--- src/rtl/push_sched_pkg.sv ---
// -----------------------------------------------------------------------------
// push_sched_pkg
// Shared definitions for the push-switch event scheduler: the FSM state
// encoding and a constant-foldable ceiling-log2 helper used to size counters
// and index fields.
// -----------------------------------------------------------------------------
package push_sched_pkg;

    localparam int         STATE_W   = 2;
    localparam logic [1:0] ST_IDLE_V = 2'd0;
    localparam logic [1:0] ST_HOLD_V = 2'd1;
    localparam logic [1:0] ST_GAP_V  = 2'd2;

    typedef enum logic [STATE_W-1:0] {
        ST_IDLE = ST_IDLE_V,
        ST_HOLD = ST_HOLD_V,
        ST_GAP  = ST_GAP_V
    } state_t;

    // Ceiling log2, never less than 1 so it can size a vector directly.
    function automatic int CLOG2(input int value);
        int result;
        int v;
        result = 0;
        v      = value - 1;
        while (v > 0) begin
            result++;
            v = v >> 1;
        end
        return (result < 1) ? 1 : result;
    endfunction

endpackage

--- src/rtl/debounce_switch.sv ---
// -----------------------------------------------------------------------------
// debounce_switch
// Synchronizes a raw mechanical switch into the clk domain and only lets the
// output level follow once the synchronized input has held a new value for
// STABLE_CYCLES consecutive cycles.
//   clk    in  system clock
//   rstb   in  asynchronous active-low reset
//   sw     in  raw switch level
//   level  out debounced level (resets to 0)
// -----------------------------------------------------------------------------
module debounce_switch
    import push_sched_pkg::*;
#(
    parameter int STABLE_CYCLES = 1_000_000
) (
    input  logic clk,
    input  logic rstb,
    input  logic sw,
    output logic level
);

    localparam int CW = CLOG2(STABLE_CYCLES + 1);
    localparam logic [CW-1:0] LAST = CW'(STABLE_CYCLES - 1);

    logic          sync_q1;
    logic          sync_q2;
    logic [CW-1:0] stable_cnt;

    always_ff @(posedge clk or negedge rstb) begin
        if (!rstb) begin
            sync_q1    <= 1'b0;
            sync_q2    <= 1'b0;
            stable_cnt <= '0;
            level      <= 1'b0;
        end else begin
            sync_q1 <= sw;
            sync_q2 <= sync_q1;
            // Any bounce back to the current level restarts the stability window.
            if (sync_q2 == level) begin
                stable_cnt <= '0;
            end else if (stable_cnt == LAST) begin
                level      <= sync_q2;
                stable_cnt <= '0;
            end else begin
                stable_cnt <= stable_cnt + 1'b1;
            end
        end
    end

endmodule

--- src/rtl/push_event_capture.sv ---
// -----------------------------------------------------------------------------
// push_event_capture
// One channel of press capture: conditioning (debouncer or plain 2-flop
// synchronizer), rising-edge detect, and the pending / sticky-overrun flags.
//   clk   in  system clock
//   rstb  in  asynchronous active-low reset
//   sw    in  raw push switch, active-high
//   clr   in  channel is being granted this cycle (clears pending)
//   pend  out press event waiting for service
//   ovf   out sticky: a press was merged into an already pending event
// -----------------------------------------------------------------------------
module push_event_capture
    import push_sched_pkg::*;
#(
    parameter int DEBOUNCE_EN     = 1,
    parameter int DEBOUNCE_CYCLES = 1_000_000
) (
    input  logic clk,
    input  logic rstb,
    input  logic sw,
    input  logic clr,
    output logic pend,
    output logic ovf
);

    logic d;
    logic prev;
    logic edge_det;

    generate
        if (DEBOUNCE_EN != 0) begin : g_debounce
            debounce_switch #(
                .STABLE_CYCLES (DEBOUNCE_CYCLES)
            ) u_debounce (
                .clk   (clk),
                .rstb  (rstb),
                .sw    (sw),
                .level (d)
            );
        end else begin : g_sync
            logic sync_q1;
            logic sync_q2;

            // NOTE: sequential state is written with <= so every flop samples
            // the pre-edge value of its neighbours and the pipeline shifts.
            always_ff @(posedge clk or negedge rstb) begin
                if (!rstb) begin
                    sync_q1 <= 1'b0;
                    sync_q2 <= 1'b0;
                end else begin
                    sync_q1 <= sw;
                    sync_q2 <= sync_q1;
                end
            end

            assign d = sync_q2;
        end
    endgenerate

    // prev resets to 0, so a switch held through reset still produces exactly
    // one edge once d rises afterwards.
    always_ff @(posedge clk or negedge rstb) begin
        if (!rstb) begin
            prev <= 1'b0;
        end else begin
            prev <= d;
        end
    end

    assign edge_det = d & ~prev;

    // A new edge wins over the grant clear; an edge hitting a pending event
    // that is not being cleared is merged and flagged as an overrun.
    always_ff @(posedge clk or negedge rstb) begin
        if (!rstb) begin
            pend <= 1'b0;
            ovf  <= 1'b0;
        end else begin
            if (edge_det) begin
                if (pend && !clr) begin
                    ovf <= 1'b1;
                end
                pend <= 1'b1;
            end else if (clr) begin
                pend <= 1'b0;
            end
        end
    end

endmodule

--- src/rtl/push_event_scheduler.sv ---
// -----------------------------------------------------------------------------
// push_event_scheduler
// Round-robin sharing of one LED bank between N push-switch requesters. Each
// press becomes a pending event; events are served one at a time by lighting
// the owner's LED for HOLD_CYCLES, then blanking for GAP_CYCLES.
//   clk       in  system clock
//   rstb      in  asynchronous active-low reset
//   PUSH_SW   in  [N]  raw push switches, active-high
//   LED       out [N]  one-hot while serving a channel, else zero
//   busy      out      high in HOLD or GAP, aligned with LED
//   grant_id  out      index of the last granted channel
//   ovf       out [N]  sticky per-channel overrun flags
// -----------------------------------------------------------------------------
module push_event_scheduler
    import push_sched_pkg::*;
#(
    parameter int N               = 4,
    parameter int HOLD_CYCLES     = 25_000_000,
    parameter int GAP_CYCLES      = 2_500_000,
    parameter int DEBOUNCE_EN     = 1,
    parameter int DEBOUNCE_CYCLES = 1_000_000
) (
    input  logic                  clk,
    input  logic                  rstb,
    input  logic [N-1:0]          PUSH_SW,
    output logic [N-1:0]          LED,
    output logic                  busy,
    output logic [CLOG2(N)-1:0]   grant_id,
    output logic [N-1:0]          ovf
);

    localparam int ID_W    = CLOG2(N);
    localparam int CNT_MAX = (HOLD_CYCLES > GAP_CYCLES) ? HOLD_CYCLES : GAP_CYCLES;
    localparam int CNT_W   = CLOG2(CNT_MAX + 1);
    localparam int GAP_RAW = (GAP_CYCLES > 0) ? (GAP_CYCLES - 1) : 0;

    localparam logic [CNT_W-1:0] HOLD_LOAD = CNT_W'(HOLD_CYCLES - 1);
    localparam logic [CNT_W-1:0] GAP_LOAD  = CNT_W'(GAP_RAW);
    localparam logic [ID_W-1:0]  LAST_ID   = ID_W'(N - 1);

    state_t           state;
    logic [CNT_W-1:0] cnt;
    logic [ID_W-1:0]  ptr;
    logic [N-1:0]     pend;
    logic [N-1:0]     clr;

    logic             any_pend;
    logic [ID_W-1:0]  sel;
    logic [ID_W-1:0]  idx;
    logic [N-1:0]     sel_onehot;
    logic             do_grant;

    // ---------------------------------------------------------------- capture
    for (genvar i = 0; i < N; i++) begin : g_ch
        push_event_capture #(
            .DEBOUNCE_EN     (DEBOUNCE_EN),
            .DEBOUNCE_CYCLES (DEBOUNCE_CYCLES)
        ) u_capture (
            .clk  (clk),
            .rstb (rstb),
            .sw   (PUSH_SW[i]),
            .clr  (clr[i]),
            .pend (pend[i]),
            .ovf  (ovf[i])
        );
    end

    // ------------------------------------------------------ round-robin search
    // Scan ptr, ptr+1, ... wrapping at N; the first pending channel wins.
    always_comb begin
        // NOTE: every variable gets a default before the loop so no path
        // leaves it unassigned and no latch is inferred.
        any_pend = 1'b0;
        sel      = '0;
        idx      = '0;
        for (int off = 0; off < N; off++) begin
            idx = ID_W'((int'(ptr) + off) % N);
            if (!any_pend && pend[idx]) begin
                any_pend = 1'b1;
                sel      = idx;
            end
        end
    end

    assign sel_onehot = {{(N-1){1'b0}}, 1'b1} << sel;
    assign do_grant   = (state == ST_IDLE) && any_pend;
    assign clr        = do_grant ? sel_onehot : '0;

    // -------------------------------------------------------------------- FSM
    // LED and busy are registered alongside the state so they change on the
    // same edge as the state they decode.
    always_ff @(posedge clk or negedge rstb) begin
        // NOTE: the asynchronous reset clears LED/busy directly, so a reset
        // in the middle of a hold blanks the LEDs without waiting for a clock.
        if (!rstb) begin
            state    <= ST_IDLE;
            cnt      <= '0;
            ptr      <= '0;
            grant_id <= '0;
            LED      <= '0;
            busy     <= 1'b0;
        end else begin
            case (state)
                ST_IDLE: begin
                    if (do_grant) begin
                        grant_id <= sel;
                        ptr      <= (sel == LAST_ID) ? '0 : sel + 1'b1;
                        cnt      <= HOLD_LOAD;
                        LED      <= sel_onehot;
                        busy     <= 1'b1;
                        state    <= ST_HOLD;
                    end
                end
                ST_HOLD: begin
                    if (cnt == '0) begin
                        LED <= '0;
                        if (GAP_CYCLES == 0) begin
                            busy  <= 1'b0;
                            state <= ST_IDLE;
                        end else begin
                            cnt   <= GAP_LOAD;
                            state <= ST_GAP;
                        end
                    end else begin
                        cnt <= cnt - 1'b1;
                    end
                end
                ST_GAP: begin
                    if (cnt == '0) begin
                        busy  <= 1'b0;
                        state <= ST_IDLE;
                    end else begin
                        cnt <= cnt - 1'b1;
                    end
                end
                default: begin
                    LED   <= '0;
                    busy  <= 1'b0;
                    cnt   <= '0;
                    state <= ST_IDLE;
                end
            endcase
        end
    end

endmodule

--- config.mk ---
export PLATFORM = sky130hd
export DESIGN_NAME = push_event_scheduler
export DESIGN_NICKNAME = d
export VERILOG_FILES = /design/src/rtl/push_sched_pkg.sv /design/src/rtl/debounce_switch.sv /design/src/rtl/push_event_capture.sv /design/src/rtl/push_event_scheduler.sv
export SDC_FILE = /design/constraint.sdc
export NUM_CORES = 1
export LEC_CHECK = 0
export ABC_CLOCK_PERIOD_IN_PS = 3050
export BUFFER_PORTS_ARGS = -buffer_cell sky130_fd_sc_hd__buf_2
export CORE_ASPECT_RATIO = 2
export CORE_MARGIN = 1
export CORE_UTILIZATION = 42
export CTS_CLUSTER_SIZE = 24
export DETAILED_ROUTE_END_ITERATION = 10
export PLACE_DENSITY = 0.55
export SLEW_MARGIN = 5
export SYNTH_ARGS = -nofsm -noshare
export SYNTH_HDL_FRONTEND = slang
export SYNTH_SLANG_ARGS = --single-unit
--- constraint.sdc ---
create_clock -name clk -period 3.05 [get_ports clk]
set_input_delay 0 -clock clk [delete_from_list [all_inputs] [get_ports clk]]
set_output_delay 0 -clock clk [all_outputs]
set_load 0.005 [all_outputs]
Word-level counts from Yosys, hierarchy flattened:

Index checks and enable logic that the tools add are counted.

* bits in registers: 140

* $add $sub $neg: 9
* magnitude comparators: 4
* equality and inequality tests: 15
* shift operators: 1
* mux-type cells: 48
* bitwise gates (word level): 14
* reduce and logical (&&, ||, !) cells: 34

Operators with widths (count)
* 20-bit 2-to-1 mux: 8
* 20-bit by 1-bit adder with 20-bit output (second input constant): 4
* 20-bit == test (second input constant): 4
* 25-bit 2-to-1 mux: 3
* 25-bit case mux with 3 select lines: 1
* 25-bit zero test: 1
* 25-bit by 1-bit subtractor with 25-bit output (second input constant): 1
* 2-bit AND reduction: 10
* 1-bit 2-to-1 mux: 18
* 2-bit 2-to-1 mux: 8
* 2-bit by 3-bit < comparator with 1-bit output (second input constant): 4
* 4-bit 2-to-1 mux: 3
* 4-bit case mux with 3 select lines: 1
* 1-bit inverter: 10
* 3-bit AND reduction: 3
* 1-bit binary-select mux with 2-bit select: 4
* 1-bit logical AND: 8
* 2-bit != test (second input constant): 4
* 2-bit nonzero test: 4
* 1-bit zero test: 7
* 2-bit case mux with 3 select lines: 1
* 2-bit by 1-bit adder with 2-bit output (second input constant): 2
* 2-bit adder (second input constant): 2
* 1-bit bitwise AND: 4
* 6 further kinds: 10

Longest topological paths before layout:

* depth in word-level cells: 17
* gate-level depth with buffers: 9
* depth with buffers taken out: 9

By module:

Synthesis repeated with hierarchy kept, for this count alone.

* cell total of the unflattened synthesis: 792
* area, all modules: 7450.9 um2

By module, submodules not included
* debounce_switch: times used 4, cells an instance 108, area each 1114.8 um2, seq. area each 575.6 um2
* push_event_scheduler: times used 1, cells an instance 328, area each 2556.2 um2, seq. area each 900.9 um2
* push_event_capture: times used 4, cells an instance 8, area each 108.9 um2, seq. area each 75.1 um2

Least setup slack after synthesis:

Ideal clock, no wire load.

* path type: register to register
* start point: register cnt[0]
* end point: register cnt[11]
* setup time: 131 ps
* arrival: 2347 ps
* path slack: 572 ps
* stages on the path, launching flop included: 10
* buffers on the path: 1
* period minus slack after synthesis: 2478 ps
* cells stage by stage: dfrtp_1 -> inv_1 -> ha_1 -> nor4b_1 -> nand3_2 -> buf_2 -> nor3_4 -> nor2_2 -> a21boi_0 -> or3_1

* longest elaborated chain between the ends: 3
* elaborated cells between the ends (all ways): 7
* classes of those cells: 1 x add/sub; 1 x eq/ne; 3 x mux; 2 x reduce/logical

RTL lines
* start: declaration: line push_event_scheduler.sv:42 `logic [CNT_W-1:0] cnt;`
* start signal: assignment: line push_event_scheduler.sv:125 `cnt <= cnt - 1'b1;`
* start signal: assignment: line push_event_scheduler.sv:133 `cnt <= cnt - 1'b1;`
* 25-bit by 1-bit subtractor with 25-bit output / 25-bit zero test (equally long branches)
* 25-bit 2-to-1 mux, or another cell as far along: line push_event_scheduler.sv:129 `if (cnt == '0) begin`
* 25-bit case mux with 3 select lines / 2-bit AND reduction (equally long branches)

Parallel ways exist; a longest one is shown, timed or not. The select of a mux whose other input is x is not followed.
A chain may end at the register's enable or synchronous reset.

Worst setup path in the final report:

* start point: register cnt[0]
* end point: register cnt[2]

The elaborated chain is that of the path after synthesis.

==> out/qor.yml <==
status: "completed"
period_minus_slack_ns: 2.74
ios: 17
num_vias: 5295
firstDrtPassIters: 4
syn-cell-area_um2: 6960
setup_violations: 0
path_clk_slew_ns: 0.06
viasPerCell: 5.49
gp_congestion: 0.803
synth_seq_area_share_pct: 50.3
final_antenna_net_count: 0
grt_use_total_pct: 19.4
yosysUniqueCellTypes: 62
hold_violations: 0
cts_resized: 0
die_y_um: 184
tightest_slew_ns: 0.816
nNetsFinal: 763
synth_ff_type: "dfrtp_1"
critPathMaxStageDelay_ns: 0.45
cts_buffers: 17
overflow: 0
wl_per_cell_um: 15.4
rsz0062_at_grt: "no"
synth_top_cells_by_area: "dfrtp_1 (50%), nor2_1 (6.8%), xor2_1 (6.0%), xnor2_1 (4.4%), nand2_1 (3.0%)"
root_buffer: "clkbuf_16"
rr_worst_depth: 9
timing.rr.end: "cnt[2]"
avgSynthCellArea_um2: 9.55
drt_iter0_drc: 221
slew_viol_final: 0
async_reset_ff_share_pct: 100
power_density_nw_per_um2: 521
ys_warn_count: 0
cts_sinks: 140
worstPathMaxFanout: 11
slew_headroom_pct: 45.6
reg2reg_slack_ns: 0.31
syn_inst: 729
path_cells: "inv_1, ha_1, nor4b_1, buf_4, nand3_2, o31ai_4, and2_1, nor2_2, a311o_1"
die_w_um: 93.0
cts_tree: "built"
htree_levels: 4
cts_buffer_depth: 2
critPathKind: "flop to flop"
dieArea_um2: 17100
grt_first_pass_wirelength_um: 25800
initial_core_util_pct: 42.8
drive_gt1_share_pct: 9.86
synth.top_cell.area_share_pct: 50.3
final_core_util_pct: 48.6
startpoint_type: "flop"
grt_pass1_vias: 5412
port_buffers: 16
grt_max_degree: 85
regArea_um2: 3500
synth_area_leader_cell: "dfrtp_1"
insertion_delay_ns: 0.42
synth_fp_nets: 744
fin_crit_sh_pct: 89.8
drt_wl_total_um: 14900
slowest_stage: "o31ai_4"
end_kind: "flop"
multiInputGateArea_um2: 3220
synthTopCellsByCount: "dfrtp_1 (140), nor2_1 (127), nand2_1 (56)"
fill_cells: 1519
num_antenna_cells: 0
peakVddDrop_v: 0.000368
core_area_um2: 16300
drc_errors: 0
timing.rr.start: "cnt[0]"
tns_ns: 0
fin_worst_skew_ns: 0.00595
total_leakage_power_nw: 3.55
dp_hpwl_um: 10400
critPathArrivalTime_ns: 3.04
yosysMostFrequentCell: "dfrtp_1"
cap_viol_max_count: 0
rows: 66
fmax_mhz: 365
syn2layout_area_growth_pct: 13.4
crit_required_ns: 3.34
postCtsSetupBuffers: 0
hp-class: "input port to asynchronous set/reset pin"
antenna_found_initial: 0
synth-edff-count: 0
ys_ff_latch: 140
[placed cells by master (no fill, tap or decap), types with 7 or more instances in the layout]
cell and count:
a21oi_1 22, and3_1 12, buf_2 15, buf_4 7, clkbuf_16 17, dfrtp_1 140
ha_1 9, inv_1 27, nand2_1 56, nand2b_1 8, nand3_1 42, nand4_1 10
nor2_1 127, nor3_1 16, nor4_1 17, o21ai_0 27, o31ai_1 9, or3_1 8
xnor2_1 35, xor2_1 48
[critical path, delay by kind of cell (launching register included)]
| family | cells | cell delay, ns |
|---|---|---|
| AOI/OAI and AO/OA | 2 | 0.77 |
| adders and majority gates | 1 | 0.21 |
| buffers and inverters | 2 | 0.33 |
| DFF | 1 | 0.39 |
| and+or+nand+nor | 4 | 0.92 |
[cells by family after synthesis]
group,count (synthesis),synth area share [%]
AO/OA/AOI/OAI,105,10.5
XOR/XNOR,83,10.4
adder cells (fa/ha/maj),10,1.76
buffers and inverters,56,3.49
flip-flops,140,50.3
multiplexers,3,0.485
AND/OR/NAND/NOR,332,23.1
[sequential cells by signal, summed over array words and instances (netlist names)]
signal	cells
g_ch.u_capture.g_debounce.u_debounce.stable_cnt	80
cnt	25
LED	4
g_ch.u_capture.g_debounce.u_debounce.level	4
g_ch.u_capture.g_debounce.u_debounce.sync_q1	4
g_ch.u_capture.g_debounce.u_debounce.sync_q2	4
g_ch.u_capture.ovf	4
g_ch.u_capture.pend	4
g_ch.u_capture.prev	4
grant_id	2
ptr	2
state	2
busy	1
[what timing repair did]
item,in CTS,in global routing
setup endpoints to repair,0,0
endpoints found under the hold margin,87,0
hold buffers,5,0
[worst max path at each step]
stage | startpoint | end | depth (start not counted) | slack (ns)
CTS | cnt[9] | cnt[2] | 6 | 0.35
detailed placement | cnt[9] | cnt[2] | 6 | 0.38
finish | cnt[0] | cnt[2] | 9 | 0.31
floorplan | cnt[0] | cnt[11] | 9 | 0.57
global route | cnt[9] | cnt[2] | 6 | 0.13
global placement | cnt[0] | cnt[2] | 9 | 0.43
[metal layers]
layer	wire length [um]	vias to the layer above	GRT usage, %
met4	476	0	10.9
met1	5850	2611	20.7
li1	-	2553	-
met2	8110	96	34.6
met5	0	-	0
met3	469	35	4.33
[per-stage QoR]
step | hold WS, ns | setup WS, ns | total power [W] | instance area [um^2] | cells
3_3_place_gp | 0.108 | 0.427 | 0.00202 | 7240 | 928
2_1_floorplan | -0.296 | 0.572 | 0.00196 | 6960 | 729
4_1_cts | 0.198 | 0.348 | 0.00418 | 7900 | 965
5_1_grt | 0.202 | 0.128 | 0.00428 | 7900 | 965
6_report | 0.185 | 0.310 | 0.00412 | 7900 | 965
3_5_place_dp | 0.109 | 0.378 | 0.00202 | 7240 | 928
[power by group]
part           leakage [nW]  switching [W]  internal (W)
clock network         0.290       0.000778       0.00135
registers              1.93      0.0000160       0.00188
logic                  1.33      0.0000671     0.0000269
[area by class of cell]
class                   instances  share of cell area (%)
inverters                      27                    1.28
multi-input cells             533                    40.7
repair buffers                 29                    2.65
clock buffers                  23                    6.05
well taps                     204                    3.23
clock inverters                 9                    1.71
flip-flops and latches        140                    44.4
No activity file was read; power rests on OpenSTA's default activity.
